### src/rtl/hazard_ctrl_unit_pkg.sv
// hazard_pkg: shared definitions for the hazard control unit.
//   FWD_*      : forwarding mux select encodings driven onto fwd*_* outputs
//   md_state_t : state of the mult/div busy tracker
package hazard_pkg;

  localparam logic [1:0] FWD_RF  = 2'd0;  // register file / value already in the pipe
  localparam logic [1:0] FWD_EX  = 2'd1;
  localparam logic [1:0] FWD_MEM = 2'd2;
  localparam logic [1:0] FWD_WB  = 2'd3;

  typedef enum logic {
    MD_IDLE = 1'b0,
    MD_BUSY = 1'b1
  } md_state_t;

endpackage

### src/rtl/hazard_ctrl_unit_md_busy_tracker.sv
// md_busy_tracker: tracks occupancy of the multiply/divide unit.
//   clk, rst_n   : clock, asynchronous active-low reset
//   md_start     : EX instruction starts an MD op this cycle
//   md_is_div    : qualifies md_start, selects divide latency
//   md_cancel    : flush, aborts any MD op (wins over a simultaneous start)
//   md_busy      : high for exactly MUL_LAT/DIV_LAT cycles, starting the cycle after the start
module md_busy_tracker
  import hazard_pkg::*;
#(
  parameter int MUL_LAT = 5,
  parameter int DIV_LAT = 10
) (
  input  logic clk,
  input  logic rst_n,
  input  logic md_start,
  input  logic md_is_div,
  input  logic md_cancel,
  output logic md_busy
);

  localparam int MAX_LAT = (DIV_LAT > MUL_LAT) ? DIV_LAT : MUL_LAT;
  localparam int CW      = $clog2(MAX_LAT + 1);

  md_state_t       state_reg, state_next;
  logic [CW-1:0]   cnt_reg, cnt_next;

  always_ff @(posedge clk or negedge rst_n) begin
    if (!rst_n) begin
      state_reg <= MD_IDLE;
      cnt_reg   <= '0;
    end else begin
      state_reg <= state_next;
      cnt_reg   <= cnt_next;
    end
  end

  always_comb begin
    state_next = state_reg;
    cnt_next   = cnt_reg;
    if (md_cancel) begin
      state_next = MD_IDLE;
      cnt_next   = '0;
    end else begin
      unique case (state_reg)
        MD_IDLE: begin
          if (md_start) begin
            state_next = MD_BUSY;
            // Counter holds remaining busy cycles after the current one.
            cnt_next   = md_is_div ? CW'(DIV_LAT - 1) : CW'(MUL_LAT - 1);
          end
        end
        MD_BUSY: begin
          // A start while busy cannot reach EX because the MD stall holds it in ID.
          if (cnt_reg == '0) state_next = MD_IDLE;
          else               cnt_next   = cnt_reg - 1'b1;
        end
        default: begin
          state_next = MD_IDLE;
          cnt_next   = '0;
        end
      endcase
    end
  end

  assign md_busy = (state_reg == MD_BUSY);

endmodule

### src/rtl/hazard_ctrl_unit.sv
// hazard_ctrl_unit: forwarding selects, Tuse/Tnew stall detection and
// mult/div busy stall for the 5-stage pipeline.
//   clk, rst_n                 : clock, asynchronous active-low reset
//   a1_id/a2_id, tuse1/2_id    : ID sources and cycles until each is consumed
//   a1_ex/a2_ex                : EX sources
//   a2_mem                     : MEM store-data source
//   a3_ex/mem/wb, tnew_ex/mem/wb : destinations (0 = none) and cycles until result exists
//   md_use_id, md_start_ex, md_is_div, md_cancel : MD unit control
//   fwd1/2_id, fwd1/2_ex       : 0=RF 1=EX 2=MEM 3=WB
//   fwd2_mem                   : 0=pipe value 3=WB
//   stall                      : hold PC and IF/ID, bubble ID/EX
//   md_busy                    : MD unit occupied
//   stall_cnt                  : saturating count of stall cycles
module hazard_ctrl_unit
  import hazard_pkg::*;
#(
  parameter int AW      = 5,
  parameter int TW      = 2,
  parameter int MUL_LAT = 5,
  parameter int DIV_LAT = 10,
  parameter int CNT_W   = 32
) (
  input  logic             clk,
  input  logic             rst_n,
  input  logic [AW-1:0]    a1_id,
  input  logic [AW-1:0]    a2_id,
  input  logic [TW-1:0]    tuse1_id,
  input  logic [TW-1:0]    tuse2_id,
  input  logic [AW-1:0]    a1_ex,
  input  logic [AW-1:0]    a2_ex,
  input  logic [AW-1:0]    a2_mem,
  input  logic [AW-1:0]    a3_ex,
  input  logic [AW-1:0]    a3_mem,
  input  logic [AW-1:0]    a3_wb,
  input  logic [TW-1:0]    tnew_ex,
  input  logic [TW-1:0]    tnew_mem,
  input  logic [TW-1:0]    tnew_wb,
  input  logic             md_use_id,
  input  logic             md_start_ex,
  input  logic             md_is_div,
  input  logic             md_cancel,
  output logic [1:0]       fwd1_id,
  output logic [1:0]       fwd2_id,
  output logic [1:0]       fwd1_ex,
  output logic [1:0]       fwd2_ex,
  output logic [1:0]       fwd2_mem,
  output logic             stall,
  output logic             md_busy,
  output logic [CNT_W-1:0] stall_cnt
);

  // Nearest enabled matching stage wins. If that stage's result is not ready
  // yet, select RF and never fall through to an older stage's stale value.
  function automatic logic [1:0] fwd_sel(
    input logic [AW-1:0] addr,
    input logic          en_e,
    input logic [AW-1:0] a3_e,
    input logic [TW-1:0] t_e,
    input logic          en_m,
    input logic [AW-1:0] a3_m,
    input logic [TW-1:0] t_m,
    input logic          en_w,
    input logic [AW-1:0] a3_w,
    input logic [TW-1:0] t_w
  );
    logic [1:0] sel;
    sel = FWD_RF;
    if (addr != '0) begin
      if (en_e && addr == a3_e)      sel = (t_e == '0) ? FWD_EX  : FWD_RF;
      else if (en_m && addr == a3_m) sel = (t_m == '0) ? FWD_MEM : FWD_RF;
      else if (en_w && addr == a3_w) sel = (t_w == '0) ? FWD_WB  : FWD_RF;
    end
    return sel;
  endfunction

  logic [AW-1:0] a_id      [2];
  logic [TW-1:0] tuse_id   [2];
  logic [1:0]    fwd_id    [2];
  logic          stall_op  [2];
  logic          data_stall;
  logic          md_stall;
  logic [CNT_W-1:0] stall_cnt_reg;

  assign a_id[0]    = a1_id;
  assign a_id[1]    = a2_id;
  assign tuse_id[0] = tuse1_id;
  assign tuse_id[1] = tuse2_id;

  generate
    for (genvar gi = 0; gi < 2; gi++) begin : g_id_op
      assign fwd_id[gi] = fwd_sel(a_id[gi], 1'b1, a3_ex, tnew_ex,
                                  1'b1, a3_mem, tnew_mem, 1'b1, a3_wb, tnew_wb);
      // WB results are always ready by ID's consume point, so only EX/MEM stall.
      assign stall_op[gi] = (a_id[gi] != '0) &&
                            (((a_id[gi] == a3_ex)  && (tnew_ex  > tuse_id[gi])) ||
                             ((a_id[gi] == a3_mem) && (tnew_mem > tuse_id[gi])));
    end
  endgenerate

  assign fwd1_id  = fwd_id[0];
  assign fwd2_id  = fwd_id[1];
  assign fwd1_ex  = fwd_sel(a1_ex, 1'b0, a3_ex, tnew_ex,
                            1'b1, a3_mem, tnew_mem, 1'b1, a3_wb, tnew_wb);
  assign fwd2_ex  = fwd_sel(a2_ex, 1'b0, a3_ex, tnew_ex,
                            1'b1, a3_mem, tnew_mem, 1'b1, a3_wb, tnew_wb);
  assign fwd2_mem = fwd_sel(a2_mem, 1'b0, a3_ex, tnew_ex,
                            1'b0, a3_mem, tnew_mem, 1'b1, a3_wb, tnew_wb);

  assign data_stall = stall_op[0] || stall_op[1];
  // A start in EX this cycle already occupies the unit for the ID instruction.
  assign md_stall   = md_use_id && (md_busy || md_start_ex);
  assign stall      = data_stall || md_stall;

  md_busy_tracker #(
    .MUL_LAT (MUL_LAT),
    .DIV_LAT (DIV_LAT)
  ) u_md_busy_tracker (
    .clk       (clk),
    .rst_n     (rst_n),
    .md_start  (md_start_ex),
    .md_is_div (md_is_div),
    .md_cancel (md_cancel),
    .md_busy   (md_busy)
  );

  always_ff @(posedge clk or negedge rst_n) begin
    if (!rst_n)                                  stall_cnt_reg <= '0;
    else if (stall && (stall_cnt_reg != '1))     stall_cnt_reg <= stall_cnt_reg + 1'b1;
  end

  assign stall_cnt = stall_cnt_reg;

endmodule

### config.mk
export PLATFORM = sky130hd
export DESIGN_NAME = hazard_ctrl_unit
export DESIGN_NICKNAME = d
export VERILOG_FILES = /design/src/rtl/hazard_ctrl_unit_pkg.sv /design/src/rtl/hazard_ctrl_unit_md_busy_tracker.sv /design/src/rtl/hazard_ctrl_unit.sv
export SDC_FILE = /design/constraint.sdc
export NUM_CORES = 1
export LEC_CHECK = 0
export BUFFER_PORTS_ARGS = -buffer_cell sky130_fd_sc_hd__buf_4
export CORE_MARGIN = 3
export CORE_UTILIZATION = 31
export DETAILED_ROUTE_END_ITERATION = 12
export PLACE_DENSITY = 0.55
export RECOVER_POWER = 50
export SETUP_SLACK_MARGIN = 0.02
export SYNTH_ARGS = -nofsm -noshare
export SYNTH_HDL_FRONTEND = slang
export SYNTH_SLANG_ARGS = --single-unit
### constraint.sdc
create_clock -name clk -period 6.05 [get_ports clk]
set_input_delay 0.9075 -clock clk [delete_from_list [all_inputs] [get_ports clk]]
set_output_delay 0.9075 -clock clk [all_outputs]
set_load 0.01 [all_outputs]
## Word-level counts from Yosys, hierarchy flattened

Index checks and enable logic that the tools add are counted.

- ROM bits: 0
- Bits of input ports: 56
- Memories: 0
- Bits in registers: 37
- Bits in latches: 0
- Bits in writable memories: 0
- Logic and storage cells: 75

- Multiplexer cells: 28
- Reductions and logical operators: 23
- Shifts and indexed selects: 0
- Divide/modulo/power cells: 0
- Bitwise logic cells: 1
- Multipliers: 0
- $lt $le $gt $ge: 4
- Eq/ne operators: 14
- Add/subtract/negate cells: 2

Operators with widths:

| kind | count |
|---|---|
| $eq A5 B5 Y1 | 11 |
| $mux W2 | 18 |
| $add A32 B1 Y32 const B | 1 |
| $ne A32 B32 Y1 const B | 1 |
| $reduce_bool A5 Y1 | 5 |
| $mux W4 | 4 |
| $gt A2 B2 Y1 | 4 |
| $logic_and A1 B1 Y1 | 8 |
| $pmux W4 S2 | 1 |
| $logic_not A2 Y1 | 3 |
| $ne A3 B3 Y1 const B | 2 |
| $logic_or A1 B1 Y1 | 5 |
| $logic_not A4 Y1 | 1 |
| $mux W1 | 4 |
| $sub A4 B1 Y4 const B | 1 |
| $pmux W1 S2 | 1 |
| $reduce_and A2 Y1 | 1 |
| $not A1 Y1 | 1 |

## Depth between registers and ports, before layout

Gate-level depths: netlist (run 1).

- Depth after elaboration: 7
- Depth in mapped cells: 11

## Cells and area by module

A second synthesis (run 1) with hierarchy kept.

- Cell total of the unflattened synthesis: 323
- Area total of the unflattened synthesis: 3001.6 sq um

By module, submodules not included:

| module | instances | area an instance (sq um) | seq. area each (sq um) | cells each |
|---|---|---|---|---|
| hazard_ctrl_unit | 1 | 2681.3 | 800.8 | 292 |
| md_busy_tracker | 1 | 320.3 | 125.1 | 31 |

## Worst setup path before layout (run 1)

No wires, ideal clock.

- Path kind: input -> output
- Start: input port a1_id[1]
- End: output port stall
- Slack: 2766 ps
- Arrival time: 2376 ps
- Path buffers: 2
- Data required time: 5142 ps
- Cell stages on the path: 8
- Path through: or4_1 nor2_1 a211oi_1 nand2_1 and4_1 buf_6 buf_2 inv_1

- Longest elaborated chain between the ends: 6
- Elaborated cells between the ends (all ways): 9
- Classes of those cells: 2 x eq/ne; 7 x reduce/logical

Ends and longest elaborated chain:

| item | line | source |
|---|---|---|
| start: declaration | hazard_ctrl_unit.sv:25 | `input logic [AW-1:0] a1_id,` |
| $eq A5 B5 Y1 (on tied branches) | hazard_ctrl_unit.sv:95, hazard_ctrl_unit.sv:96 |  |
| $logic_and A1 B1 Y1 (on tied branches) | hazard_ctrl_unit.sv:95, hazard_ctrl_unit.sv:96 |  |
| $logic_or A1 B1 Y1 | hazard_ctrl_unit.sv:95 | `(((a_id[gi] == a3_ex) && (tnew_ex > tuse_id[gi])) \|\|` |
| $logic_and A1 B1 Y1 * | hazard_ctrl_unit.sv:94 | `assign stall_op[gi] = (a_id[gi] != '0) &&` |
| $logic_or A1 B1 Y1 * | hazard_ctrl_unit.sv:109 | `assign data_stall = stall_op[0] \|\| stall_op[1];` |
| $logic_or A1 B1 Y1 * | hazard_ctrl_unit.sv:112 | `assign stall = data_stall \|\| md_stall;` |
| end: declaration | hazard_ctrl_unit.sv:47 | `output logic stall,` |

Every way passes the cells marked *; elsewhere a longest branch is shown, timed or not.

## Worst setup path in the final report (run 1)

Same ends and word-level chain as after synthesis.

==> results of run 1 <==
[Yosys cell counts, types with 6 or more instances]
| master | number | share of area [%] |
|---|---|---|
| sky130_fd_sc_hd__xor2_1 | 52 | 15 |
| sky130_fd_sc_hd__dfrtp_1 | 37 | 30 |
| sky130_fd_sc_hd__xnor2_1 | 32 | 9.0 |
| sky130_fd_sc_hd__nor3_1 | 19 | 3.1 |
| sky130_fd_sc_hd__nand2_1 | 17 | 2.1 |
| sky130_fd_sc_hd__nor2_1 | 15 | 1.8 |
| sky130_fd_sc_hd__nand3_1 | 14 | 2.3 |
| sky130_fd_sc_hd__nand4_1 | 12 | 2.4 |
| sky130_fd_sc_hd__ha_1 | 11 | 4.4 |
| sky130_fd_sc_hd__inv_1 | 11 | 1.3 |
| sky130_fd_sc_hd__a21oi_1 | 10 | 1.6 |
| sky130_fd_sc_hd__nor3_2 | 10 | 3.2 |
| sky130_fd_sc_hd__and3_1 | 9 | 1.8 |
| sky130_fd_sc_hd__nor4_1 | 7 | 1.4 |
| sky130_fd_sc_hd__o21ai_0 | 6 | 0.97 |
[path summary, 6_finish.rpt]
| path | start | to | slack [ns] | cells past startpoint |
|---|---|---|---|---|
| worst max-delay path | a1_id[1] | stall | 2.32 | 9 |
| worst min-delay path | stall_cnt[17] | stall_cnt[17] | 0.48 | 1 |
| worst min register to register | stall_cnt[17] | stall_cnt[17] | 0.48 | 1 |
| max in group asynchronous | rst_n | stall_cnt[2] | 3.74 | 1 |
| worst max register to register | stall_cnt[12] | stall_cnt[1] | 3.20 | 8 |
| min in group asynchronous | rst_n | stall_cnt[9] | 1.17 | 1 |
[cell type report]
type	instances	area share, %
inverter	11	1.04
tap	129	4.07
clock inverter	2	0.946
multi-input combinational	262	51.2
clock buffer	6	2.08
timing repair buffer	101	17.3
sequential	37	23.3
[worst max-delay path, stage by stage]
cell	delay (ns)
sky130_fd_sc_hd__buf_4	0.13
sky130_fd_sc_hd__or4_1	0.52
sky130_fd_sc_hd__nor2_1	0.22
sky130_fd_sc_hd__a211oi_1	0.08
sky130_fd_sc_hd__nand2_1	0.08
sky130_fd_sc_hd__and4_2	0.21
sky130_fd_sc_hd__buf_4	0.42
sky130_fd_sc_hd__inv_1	0.08
sky130_fd_sc_hd__buf_4	0.16
[cells in the final DEF, fill, tap and decap left out, types with 2 or more instances in the layout]
cell                        Yosys  routed
sky130_fd_sc_hd__nor4b_2        4       4
sky130_fd_sc_hd__clkbuf_1       5      19
sky130_fd_sc_hd__o21bai_1       2       2
sky130_fd_sc_hd__ha_1          11      11
sky130_fd_sc_hd__mux2i_1        3       3
sky130_fd_sc_hd__a21oi_1       10      10
sky130_fd_sc_hd__nor4_2         5       5
sky130_fd_sc_hd__nor3_1        19      19
sky130_fd_sc_hd__nor4_4         3       3
sky130_fd_sc_hd__buf_4          2      82
sky130_fd_sc_hd__a2111oi_2      2       2
sky130_fd_sc_hd__clkbuf_8       0       6
sky130_fd_sc_hd__nand3_2        2       2
sky130_fd_sc_hd__nor4_1         7       7
sky130_fd_sc_hd__nand2_1       17      17
sky130_fd_sc_hd__nand3_1       14      14
sky130_fd_sc_hd__and3_1         9       9
sky130_fd_sc_hd__xor2_1        52      52
sky130_fd_sc_hd__nor3b_1        2       2
sky130_fd_sc_hd__o21ai_0        6       6
sky130_fd_sc_hd__nand4_1       12      12
sky130_fd_sc_hd__a211oi_1       2       2
sky130_fd_sc_hd__nor2_1        15      15
sky130_fd_sc_hd__inv_1         11      11
sky130_fd_sc_hd__nor3_2        10       9
sky130_fd_sc_hd__xnor2_1       32      32
sky130_fd_sc_hd__or4_1          4       4
sky130_fd_sc_hd__and4_1         3       2
sky130_fd_sc_hd__dfrtp_1       37      37
sky130_fd_sc_hd__or2_1          2       2
[cells by family after synthesis]
family / Yosys count / share of synthesized area, %
AO/OA/AOI/OAI: 25 / 5.24
flip-flops: 37 / 29.8
AND/OR/NAND/NOR: 137 / 30.1
adder cells (fa/ha/maj): 11 / 4.44
multiplexers: 5 / 1.69
XOR/XNOR: 84 / 23.7
buffers and inverters: 27 / 4.96
[power groups by stage]
stage	clock (mW)	combinational (mW)	sequential [mW]
2_1_floorplan	0	0.135	0.353
3_3_place_gp	0	0.272	0.348
3_5_place_dp	0	0.275	0.348
4_1_cts	0.231	0.276	0.343
5_1_grt	0.240	0.286	0.352
6_report	0.222	0.256	0.343
[per-layer routing]
| metal | global-route usage (%) | up-vias | share of wire (%) |
|---|---|---|---|
| li1 | - | 1339 | - |
| met1 | 19.5 | 1283 | 48 |
| met2 | 22.8 | 78 | 46 |
| met3 | 2.85 | 5 | 5.2 |
| met4 | 3.24 | 0 | 0.94 |
| met5 | 0 | - | 0 |
[per-stage QoR]
step | hold slack [ns] | util, % | instance area (µm²)
CTS | 0.493 | 42.5 | 4040
global placement | 0.476 | 41.2 | 3920
finish | 0.484 | 41.7 | 3970
global route | 0.508 | 41.7 | 3970
floorplan | 0.515 | - | 3100
detailed placement | 0.478 | 41.2 | 3920
==> results.md, run 1 <==
- The max capacitance violation total is 1.
- The register with the most flip-flops in the layout has 32 of them.
- 0 antenna diodes ended up in the layout.
- The area growth from synthesis to layout is 27.8%.
- Timing analysis after detailed placement gives a worst setup slack of 2.32 ns.
- The endpoint arrival time on the critical path is 2.82 ns.
- TritonCTS built the clock tree.
- The leakage dissipation is 1.75 nW.
- After clock tree synthesis, the repair step resized 0 gates.
- Of the total power, registers draw 41.8%.
- The worst-case IR drop observed on VDD is 101 µV.
- The kind of start point of the critical path is an input pin.
- The global-route wire length before repair is 13,000 µm.
- The kind of critical path is in2out.
- Setup repair after global routing left no endpoint under its margin.
- The first TritonRoute pass finished after 4 iterations.
- The worst path uses 61.7% of the clock period.
- The number of design-rule violations left by the first detailed-router iteration is 82.
- The share of layout cells above drive strength 1 is 29.1%.
- Once detail routing completed, the nets flagged for antenna violations numbered 0.
- The number of nets handed over by synthesis was 393.
- Summing all multi-input logic gate instances after layout gives 2030 µm².
- The clock root buffer is sky130_fd_sc_hd__clkbuf_8.
- The fill cell instance count of the final layout is 976.
- Synthesis inferred 37 register bits.
- The clock transition time at the flip-flop clock pins of the worst setup and hold paths is 0.08 ns.
- The total setup buffers inserted after CTS is 0.
- The run finished, with violations left.
- The number of antenna violations at the first check in global routing was 0.
- The x dimension of the die is 106 µm.
- Derived from the worst setup path, the maximum achievable clock frequency is 268 MHz.
- The total count of hold-check failures in the final report is 0.
- The number of vias per cell after detailed routing is 4.94.
- The time the final worst path needs with I/O delays and setup is 3.73 ns.
- The core area is 9500 µm².
- Global routing finished with a remaining overflow of 0.
- The weighted congestion at the end of routability-driven global placement is 0.810.
- The number of clock buffers added by TritonCTS is 5.
- Detailed placement ended at an HPWL of 6240 µm.
- Counting tap cells, the placed design contains a total of 540 instances.
- The number of global-route vias before repair came to 2,649.
- The finished layout holds 548 standard cells, fillers aside.
- Adding up every negative setup slack in the final design gives 0 ns.
- The top-level I/O count is 100.
- The worst pin sits at a relative slew slack of -32.2%.
- The number of buffers inserted for hold repair after clock tree synthesis is 0.
- The number of cells produced by synthesis is 326.
- The H-tree was split into 2 levels.
- Summed over all nets, the switching power comes to 0.276 mW.
- Buffers placed on the I/O ports in this run total 99.
- The overall routing resource usage is 14.1%.
- The final layout net count is 485.
- After detailed routing, the number of remaining DRC violations is 0.
- The cell-internal power is 0.545 mW.
- The share of total power dissipated in the clock network is 27.1%.
- The final clock skew is 0.00949 ns.
- Net switching is 33.6% of the power.
- The die is 106 µm tall.
- The largest net degree at the start of global routing is 38.
- The row count is 35.
- The type of the worst min-delay path is reg2reg.
- The critical path data required time is 5.14 ns.
- The distinct cell type count after synthesis is 47.
- Among all flip-flop cells after synthesis, the most frequent one is sky130_fd_sc_hd__dfrtp_1.
- CTS saw 37 sinks.
- In this run the deepest clock path goes through 2 buffers.
- Clock latency on the worst-skew pair, taken at its later pin, is 0.29 ns.
- Counting flops with an async set or reset pin after synthesis yields a share of 100%.
- The final reports fail on capacitance limit, slew limit.
- In this run the worst path has a maximum fanout of 32.
- Total power for the finished layout comes to 0.821 mW.
- The wire length reported by the detailed router is 7850 µm.
- In this run, synthesis inferred 0 flip-flops with an integrated enable.
- The initial utilization of the core area, before any placement, comes to 32.7%.
- Setup violations remaining at the end of the flow were counted as 0.
- Each instance of the synthesized netlist takes up on average 9.52 µm².
- Once routing completed, OpenROAD measured the worst setup slack at 2.32 ns.
- The sequential standard cell area is 926 µm².
- The total of warnings raised by yosys is 0.
- Combinational logic is responsible for 31.2% of the overall power.
- In this run the power density over the cells is 207 nW/µm².
- The transition at the pin with the smallest max-transition slack is 1.98 ns.
- The floorplan step defined a die boundary enclosing 11,200 µm².
- After synthesis, flip-flops and latches occupy 29.8% of the total area.
- The detailed router placed 2,705 vias in this run.
- The number of max-slew violations in the final report was 38.
- STA classifies the critical path endpoint as a primary output.
- Summing every instance area after synthesis gives 3100 µm².
- The routed wire length per instance is 14.3 µm.
No activity file was read; power rests on OpenSTA's default activity.
==> run 2, diff against run 1 <==
- ABC_AREA: default -> 1
- PLACE_DENSITY: 0.55 -> 0.56
- clock period: 6.05 -> 3.35 ns (I/O delays scaled with it)
==> run 2 against run 1 <==
Compared with the run above:
- the flow still finishes with violations (capacitance limit, slew limit)
- setup slack got worse by 1.5 ns
- register-to-register slack got worse by 2.2 ns
- worst hold slack got worse by 0.074 ns
- final cell count increased by 47%
- utilization decreased by 1.9 points
- critical path type unchanged
- largest cell class unchanged
- highest routed layer unchanged
==> results.md, run 2 <==
- The number of flip-flops under the largest register name is 32 (unchanged).
- The row count came to 39 (was 35).
- The aggregate global routing overflow was 0 (unchanged).
- The area share of the largest cell type after synthesis is 25.3% (was 29.8%).
- Commonest non-fill, non-tap cells in the layout: 176 x sky130_fd_sc_hd__nand2_1, 79 x sky130_fd_sc_hd__buf_4, 67 x sky130_fd_sc_hd__inv_1, 67 x sky130_fd_sc_hd__nor2_1, 45 x sky130_fd_sc_hd__nand3_1 (was 82 x sky130_fd_sc_hd__buf_4, 52 x sky130_fd_sc_hd__xor2_1, 37 x sky130_fd_sc_hd__dfrtp_1, 32 x sky130_fd_sc_hd__xnor2_1).
- The kind of critical path is in2out (unchanged).
- The critical path data required time came to 2.85 ns (was 5.14 ns).
- The number of input and output port buffers inserted came to 99 (unchanged).
- The final routed DRC violation total came to 0 (unchanged).
- The clock share of power is 35.5% (was 27.1%).
- The dominant synthesized flop cell is sky130_fd_sc_hd__dfrtp_1 (unchanged).
- The number of vias per cell after detailed routing is 4.82 (was 4.94).
- The number of endpoints failing setup at the final stage is 0 (unchanged).
- The total setup buffers inserted after CTS was 0 (unchanged).
- The transition at the pin with the smallest max-transition slack is 1.97 ns (was 1.98 ns).
- The largest area contributor in the netlist is sky130_fd_sc_hd__dfrtp_1 (unchanged).
- The number of design-rule violations left by the first detailed-router iteration is 307 (was 82).
- The leakage dissipation is 2.42 nW (was 1.75 nW).
- The number of vias after detailed routing is 3,888 (was 2,705).
- The initial cell density of the core came to 31.9% (was 32.7%).
- The peak per-stage delay on the critical path is 0.32 ns (was 0.52 ns).
- The final layout net count is 730 (was 485).
- The x dimension of the die is 115 µm (was 106 µm).
- The wire length reported by the detailed router is 10,900 µm (was 7850 µm).
- The worst ir drop on vdd is 235 µV (was 101 µV).
- The half-perimeter wire length of the detailed placement result is 9010 µm (was 6240 µm).
- The net count of the mapped netlist was 638 (was 393).
- The top-level I/O count is 100 (unchanged).
- Leading post-synthesis cells by cell area: sky130_fd_sc_hd__dfrtp_1 25%, sky130_fd_sc_hd__nand2_1 18%, sky130_fd_sc_hd__xor2_1 9.3% (was sky130_fd_sc_hd__dfrtp_1 30%, sky130_fd_sc_hd__xor2_1 15%, sky130_fd_sc_hd__xnor2_1 9.0%).
- The number of antenna violations at the first check in global routing is 0 (unchanged).
- The total power was 1.46 mW (was 0.821 mW).
- The routed wire length per instance is 13.5 µm (was 14.3 µm).
- The number of global-route vias before repair is 3,731 (was 2,649).
- The clock sink count is 37 (unchanged).
- The fraction of power spent switching nets is 31.5% (was 33.6%).
- The logic gate share of total power is 27.7% (was 31.2%).
- Cells along the critical path: buf_4 -> inv_1 -> ha_1 -> a21oi_1 -> nor2_1 -> nand4_1 -> nand2_1 -> nand2_1 -> nand3_2 -> buf_4 (was buf_4 -> or4_1 -> nor2_1 -> a211oi_1 -> nand2_1 -> and4_2 -> buf_4 -> inv_1 -> buf_4).
- The clock root buffer is sky130_fd_sc_hd__clkbuf_16 (was sky130_fd_sc_hd__clkbuf_8).
- The hold slack is 0.410 ns (was 0.484 ns).
- Failing checks: capacitance limit, slew limit (unchanged).
- Result of the run: finished, violations left (unchanged).
- The largest net degree at the start of global routing is 38 (unchanged).
- The cell with the most instances after synthesis is sky130_fd_sc_hd__nand2_1 (was sky130_fd_sc_hd__xor2_1).
- The most common cell after layout, fill and taps aside is sky130_fd_sc_hd__nand2_1 (was sky130_fd_sc_hd__buf_4).
- The fraction of the yosys area taken by sequential cells is 25.3% (was 29.8%).
- The netlist area before placement is 3650 µm² (was 3100 µm²).
- The core area is 11,500 µm² (was 9500 µm²).
- RSZ-0062 raised after global routing: false (unchanged).
- The final clock skew is 0.00511 ns (was 0.00949 ns).
- The floorplan die area is 13,100 µm² (was 11,200 µm²).
- The max capacitance violation total is 1 (unchanged).
- The number of buffers inserted for hold repair after clock tree synthesis came to 0 (unchanged).
- The count of antenna diodes in the layout is 0 (unchanged).
- The distinct cell type count after synthesis is 35 (was 47).
- The final critical-path share of the clock period is 74.2%.
- The cell-internal power is 1.00 mW (was 0.545 mW).
- The share of layout cells above drive strength 1 is 15.1% (was 29.1%).
- The type of element capturing the critical path is a primary output (unchanged).
- The number of max-slew violations in the final report is 38 (unchanged).
- The clock transition time at the flip-flop clock pins of the worst setup and hold paths is 0.06 ns (was 0.08 ns).
- The number of CTS-inserted buffers was 5 (unchanged).
- The overall routing resource usage came to 16.2% (was 14.1%).
- The growth of design area from synthesis to finish is 24.9% (was 27.8%).
- The total count of hold-check failures in the final report is 0 (unchanged).
- The chip height is 115 µm (was 106 µm).
- The post-synthesis sequential element count is 37 (unchanged).
- The deepest level of the CTS H-tree is 2 (unchanged).
- The total of warnings raised by yosys came to 0 (unchanged).
- The kind of start point of the critical path is an input pin (unchanged).
- The switching power is 0.461 mW (was 0.276 mW).
- The number of enable-type register cells in the synthesized netlist was 0 (unchanged).
- Top cells by count, synth: 176 x sky130_fd_sc_hd__nand2_1, 67 x sky130_fd_sc_hd__inv_1, 67 x sky130_fd_sc_hd__nor2_1 (was 52 x sky130_fd_sc_hd__xor2_1, 37 x sky130_fd_sc_hd__dfrtp_1, 32 x sky130_fd_sc_hd__xnor2_1).
- The slowest library cell on the worst path is sky130_fd_sc_hd__nand3_2 (was sky130_fd_sc_hd__or4_1).
- The clock latency of the later-clocked register in the worst-skew pair is 0.28 ns (was 0.29 ns).
- The number of detailed-routing iterations run before antenna repair was 4 (unchanged).
- The setup total negative slack is 0 ns (unchanged).
- The biggest fanout along the worst timing path came to 19 (was 32).
- The maximum root-to-sink buffer count is 2 (unchanged).
- The register-to-register setup slack came to 1.05 ns (was 3.20 ns).
- The share of synthesized registers carrying an async set or reset is 100% (unchanged).
- The number of cells produced by synthesis was 571 (was 326).
- The worst path in the final design needs a cycle of 2.48 ns, including I/O delays and setup.
- The type of the worst min-delay path is in2reg (was reg2reg).
- The synthesized area divided by synthesized cell count is 6.40 µm² (was 9.52 µm²).
- The global-route wire length before repair is 17,600 µm (was 13,000 µm).
- The portion of total power attributed to sequential cells was 36.7% (was 41.8%).
- The fmax is 402 MHz.
- The normalized max-slew margin is -31.2% (was -32.2%).
- The number of cells upsized or downsized after cts is 0 (unchanged).
- The weighted congestion at the end of routability-driven global placement is 0.919 (was 0.810).
- The CTS tree is yes (unchanged).
- The endpoint arrival time on the critical path was 1.98 ns (was 2.82 ns).
- The power density over the cells is 320 nW/µm² (was 207 nW/µm²).
- The post-detailed-route count of antenna-violating nets is 0 (unchanged).
- The final core utilization is 39.8% (was 41.7%).
## run 2: per-layer routing
layer	wire length (µm)	track usage [%]
met5	0	0
met1	5050	21.9
met2	5160	27.0
met4	109	3.48
met3	566	2.85
## run 2: through the flow
stage               setup WS [ns]  cell area (µm²)  std cells
floorplan                    1.12             3650        571
global placement            0.916             4480        799
detailed placement          0.830             4480        799
CTS                         0.836             4640        806
global route                0.710             4560        806
finish                      0.865             4560        806
## run 2: final timing paths
kind / from / endpoint / cells past startpoint
min in group asynchronous: rst_n / stall_cnt[12] / 1
min: md_cancel / u_md_busy_tracker.md_busy / 2
min reg2reg: stall_cnt[14] / stall_cnt[14] / 2
max: tuse2_id[1] / stall / 10
max reg2reg: stall_cnt[1] / stall_cnt[2] / 11
max in group asynchronous: rst_n / stall_cnt[25] / 1
## run 2: final cells by class
type | instances | area, µm²
Sequential cell | 37 | 926
Multi-Input combinational cell | 449 | 2360
Fill cell | 1239 | 6900
Clock buffer | 5 | 125
Timing Repair Buffer | 100 | 672
Clock inverter | 2 | 35.0
Tap cell | 143 | 179
Inverter | 70 | 263
## run 2: power by group through the flow
stage | sequential (mW) | combinational [mW] | clock, mW
6_report | 0.537 | 0.405 | 0.519
5_1_grt | 0.543 | 0.459 | 0.547
4_1_cts | 0.536 | 0.414 | 0.531
3_5_place_dp | 0.544 | 0.412 | 0
3_3_place_gp | 0.545 | 0.402 | 0
2_1_floorplan | 0.535 | 0.245 | 0
## run 2: cells by family after synthesis
group,synth area share (%)
simple gates,43.5
buf+inv,9.96
xor+xnor,12.9
flops,25.3
compound gates,4.48
fa+ha+maj,3.77
## run 2: critical path: cells and delay by family
family / cells / cell delay, ns
AOI/OAI and AO/OA: 1 / 0.17
adders and majority gates: 1 / 0.31
and+or+nand+nor: 5 / 0.58
buffers and inverters: 3 / 0.41
==> run 3, diff against run 2 <==
- clock period: 3.35 -> 2.2 ns (I/O delays scaled with it)
==> run 3 against run 2 <==
Compared with the run above:
- the flow now finishes without violations
- final cell count up 1.1%
- clock skew up 0.0028 ns
- register-to-register slack worse by 0.80 ns
- critical path depth down 7
- flip-flop and latch count unchanged
- largest cell class unchanged
==> results.md, run 3 (same netlist as run 2, synthesis figures left out) <==
- The number of detailed-routing iterations run before antenna repair is 5 (was 4).
- The kind of start point of the critical path is a flop (was input pin).
- The leakage dissipation is 2.46 nW (was 2.42 nW).
- The peak per-stage delay on the critical path is 0.50 ns (was 0.32 ns).
- The number of input and output port buffers inserted came to 99 (unchanged).
- The largest net degree at the start of global routing is 38 (unchanged).
- The cell-internal power was 1.47 mW (was 1.00 mW).
- The row count is 39 (unchanged).
- The chip height is 115 µm (unchanged).
- The normalized max-slew margin is 37.2% (was -31.2%).
- The post-layout instance count excluding filler cells is 815 (was 806).
- The number of flip-flops under the largest register name is 32 (unchanged).
- The worst ir drop on vdd was 499 µV (was 235 µV).
- The post-detailed-route count of antenna-violating nets came to 0 (unchanged).
- The power density over the cells is 473 nW/µm² (was 320 nW/µm²).
- Cells along the critical path: o21ai_0 -> nand3_4 -> buf_4 (was buf_4 -> inv_1 -> ha_1 -> a21oi_1 -> nor2_1 -> nand4_1 -> nand2_1 -> nand2_1 -> nand3_2 -> buf_4).
- The floorplan die area is 13,100 µm² (unchanged).
- The final clock skew is 0.00795 ns (was 0.00511 ns).
- The critical path data required time was 1.87 ns (was 2.85 ns).
- The critical path's top delay family is compound AO/OA/AOI/OAI gates (was simple AND/OR/NAND/NOR gates).
- The final routed DRC violation total is 0 (unchanged).
- The maximum root-to-sink buffer count is 2 (unchanged).
- The global-route wire length before repair is 18,000 µm (was 17,600 µm).
- The top-level I/O count is 100 (unchanged).
- Derived from the worst setup path, the maximum achievable clock frequency is 493 MHz.
- The core area is 11,500 µm² (unchanged).
- The overall routing resource usage is 16.5% (was 16.2%).
- The most common cell after layout, fill and taps aside is sky130_fd_sc_hd__nand2_1 (unchanged).
- The max capacitance violation total was 0 (was 1).
- The CTS tree is yes (unchanged).
- The fraction of power spent switching nets is 32.7% (was 31.5%).
- The share of layout cells above drive strength 1 is 16.1% (was 15.1%).
- The switching power is 0.714 mW (was 0.461 mW).
- The combined buffer and inverter count along the critical path is 1 (was 3).
- The kind of critical path is reg2out (was in2out).
- The type of the worst min-delay path is in2async (was in2reg).
- The type of element capturing the critical path is a primary output (unchanged).
- The clock root buffer is sky130_fd_sc_hd__clkbuf_16 (unchanged).
- The weighted congestion at the end of routability-driven global placement is 0.923 (was 0.919).
- The number of antenna violations at the first check in global routing is 0 (unchanged).
- Dividing the final minimum period by the clock period gives 92.2%.
- The clock sink count is 37 (unchanged).
- The wire length reported by the detailed router was 11,000 µm (was 10,900 µm).
- The count of antenna diodes in the layout is 0 (unchanged).
- The transition at the pin with the smallest max-transition slack is 0.941 ns (was 1.97 ns).
- The number of vias after detailed routing is 3,934 (was 3,888).
- The total count of hold-check failures in the final report is 0 (unchanged).
- The slowest library cell on the worst path is sky130_fd_sc_hd__o21ai_0 (was sky130_fd_sc_hd__nand3_2).
- The deepest level of the CTS H-tree is 2 (unchanged).
- The clock share of power was 32.7% (was 35.5%).
- Result of the run: finished clean (was finished, violations left).
- The number of endpoints failing setup at the final stage came to 0 (unchanged).
- The portion of total power attributed to sequential cells is 36.4% (was 36.7%).
- The clock transition time at the flip-flop clock pins of the worst setup and hold paths came to 0.06 ns (about the same).
- The logic gate share of total power is 31.0% (was 27.7%).
- The half-perimeter wire length of the detailed placement result is 8890 µm (was 9010 µm).
- RSZ-0062 raised after global routing: false (unchanged).
- The placed instance count is 808 (was 799).
- The number of CTS-inserted buffers was 5 (unchanged).
- The biggest fanout along the worst timing path is 10 (was 19).
- The endpoint arrival time on the critical path is 1.70 ns (was 1.98 ns).
- The number of design-rule violations left by the first detailed-router iteration is 281 (was 307).
- Commonest non-fill, non-tap cells in the layout: 176 x sky130_fd_sc_hd__nand2_1, 87 x sky130_fd_sc_hd__buf_4, 67 x sky130_fd_sc_hd__inv_1, 67 x sky130_fd_sc_hd__nor2_1, 45 x sky130_fd_sc_hd__nand3_1 (was 176 x sky130_fd_sc_hd__nand2_1, 79 x sky130_fd_sc_hd__buf_4, 67 x sky130_fd_sc_hd__inv_1, 67 x sky130_fd_sc_hd__nor2_1, 45 x sky130_fd_sc_hd__nand3_1).
- The number of max-slew violations in the final report is 0 (was 38).
- The final core utilization is 40.4% (was 39.8%).
- The initial cell density of the core is 31.9% (unchanged).
- The worst path in the final design needs a cycle of 2.03 ns, including I/O delays and setup.
- The clock latency of the later-clocked register in the worst-skew pair is 0.28 ns (about the same).
- The number of vias per cell after detailed routing was 4.83 (was 4.82).
- The number of global-route vias before repair is 3,753 (was 3,731).
- The setup total negative slack is 0 ns (unchanged).
- The aggregate global routing overflow is 0 (unchanged).
- The growth of design area from synthesis to finish is 26.6% (was 24.9%).
- The routed wire length per instance came to 13.5 µm (about the same).
- The final layout net count is 739 (was 730).
- The x dimension of the die came to 115 µm (unchanged).
-- run 3: final cells by class --
| cell class | count | area [µm²] |
|---|---|---|
| Sequential cell | 37 | 926 |
| Multi-Input combinational cell | 449 | 2380 |
| Timing Repair Buffer | 109 | 737 |
| Clock buffer | 7 | 143 |
| Fill cell | 1230 | 6840 |
| Inverter | 70 | 263 |
| Tap cell | 143 | 179 |
-- run 3: timing repair --
| item | CTS | global route |
|---|---|---|
| setup buffers | 0 | 0 |
| resized for setup | 0 | 2 |
| hold buffers | 0 | 0 |
| setup endpoints to repair | 0 | 29 |
-- run 3: worst paths after layout --
path,from,end,slack (ns),cells after the start
min in group clk,md_cancel,u_md_busy_tracker.md_busy,0.23,2
max reg2reg,stall_cnt[13],stall_cnt[15],0.25,10
max,u_md_busy_tracker.md_busy,stall,0.17,3
max in group asynchronous,rst_n,stall_cnt[22],1.42,1
min,rst_n,stall_cnt[17],0.19,1
min reg2reg,stall_cnt[14],stall_cnt[14],0.56,2
-- run 3: per-stage QoR --
stage                     worst slack (ns)  cell area (µm²)  power (mW)  hold WS (ns)
final                                0.171             4630        2.19         0.186
after global routing                0.0251             4630        2.33         0.237
after CTS                            0.112             4690        2.20        0.0355
after detailed placement            0.0440             4550        1.49         0.332
after global placement              0.0860             4550        1.47         0.320
after floorplan                      0.317             3650        1.19        0.0344
-- run 3: routing by layer --
metal	up-vias	part of all wire [%]	track usage (%)
met4	0	0.54	2.69
met5	-	0	0
li1	2030	-	-
met2	93	48	28.1
met1	1805	46	22.2
met3	6	5.6	3.12
-- run 3: power groups by stage --
stage / Sequential (mW) / Combinational, mW / Clock (mW)
6_report: 0.795 / 0.677 / 0.714
3_3_place_gp: 0.805 / 0.668 / 0
3_5_place_dp: 0.807 / 0.680 / 0
5_1_grt: 0.806 / 0.760 / 0.762
4_1_cts: 0.795 / 0.682 / 0.723
2_1_floorplan: 0.815 / 0.373 / 0
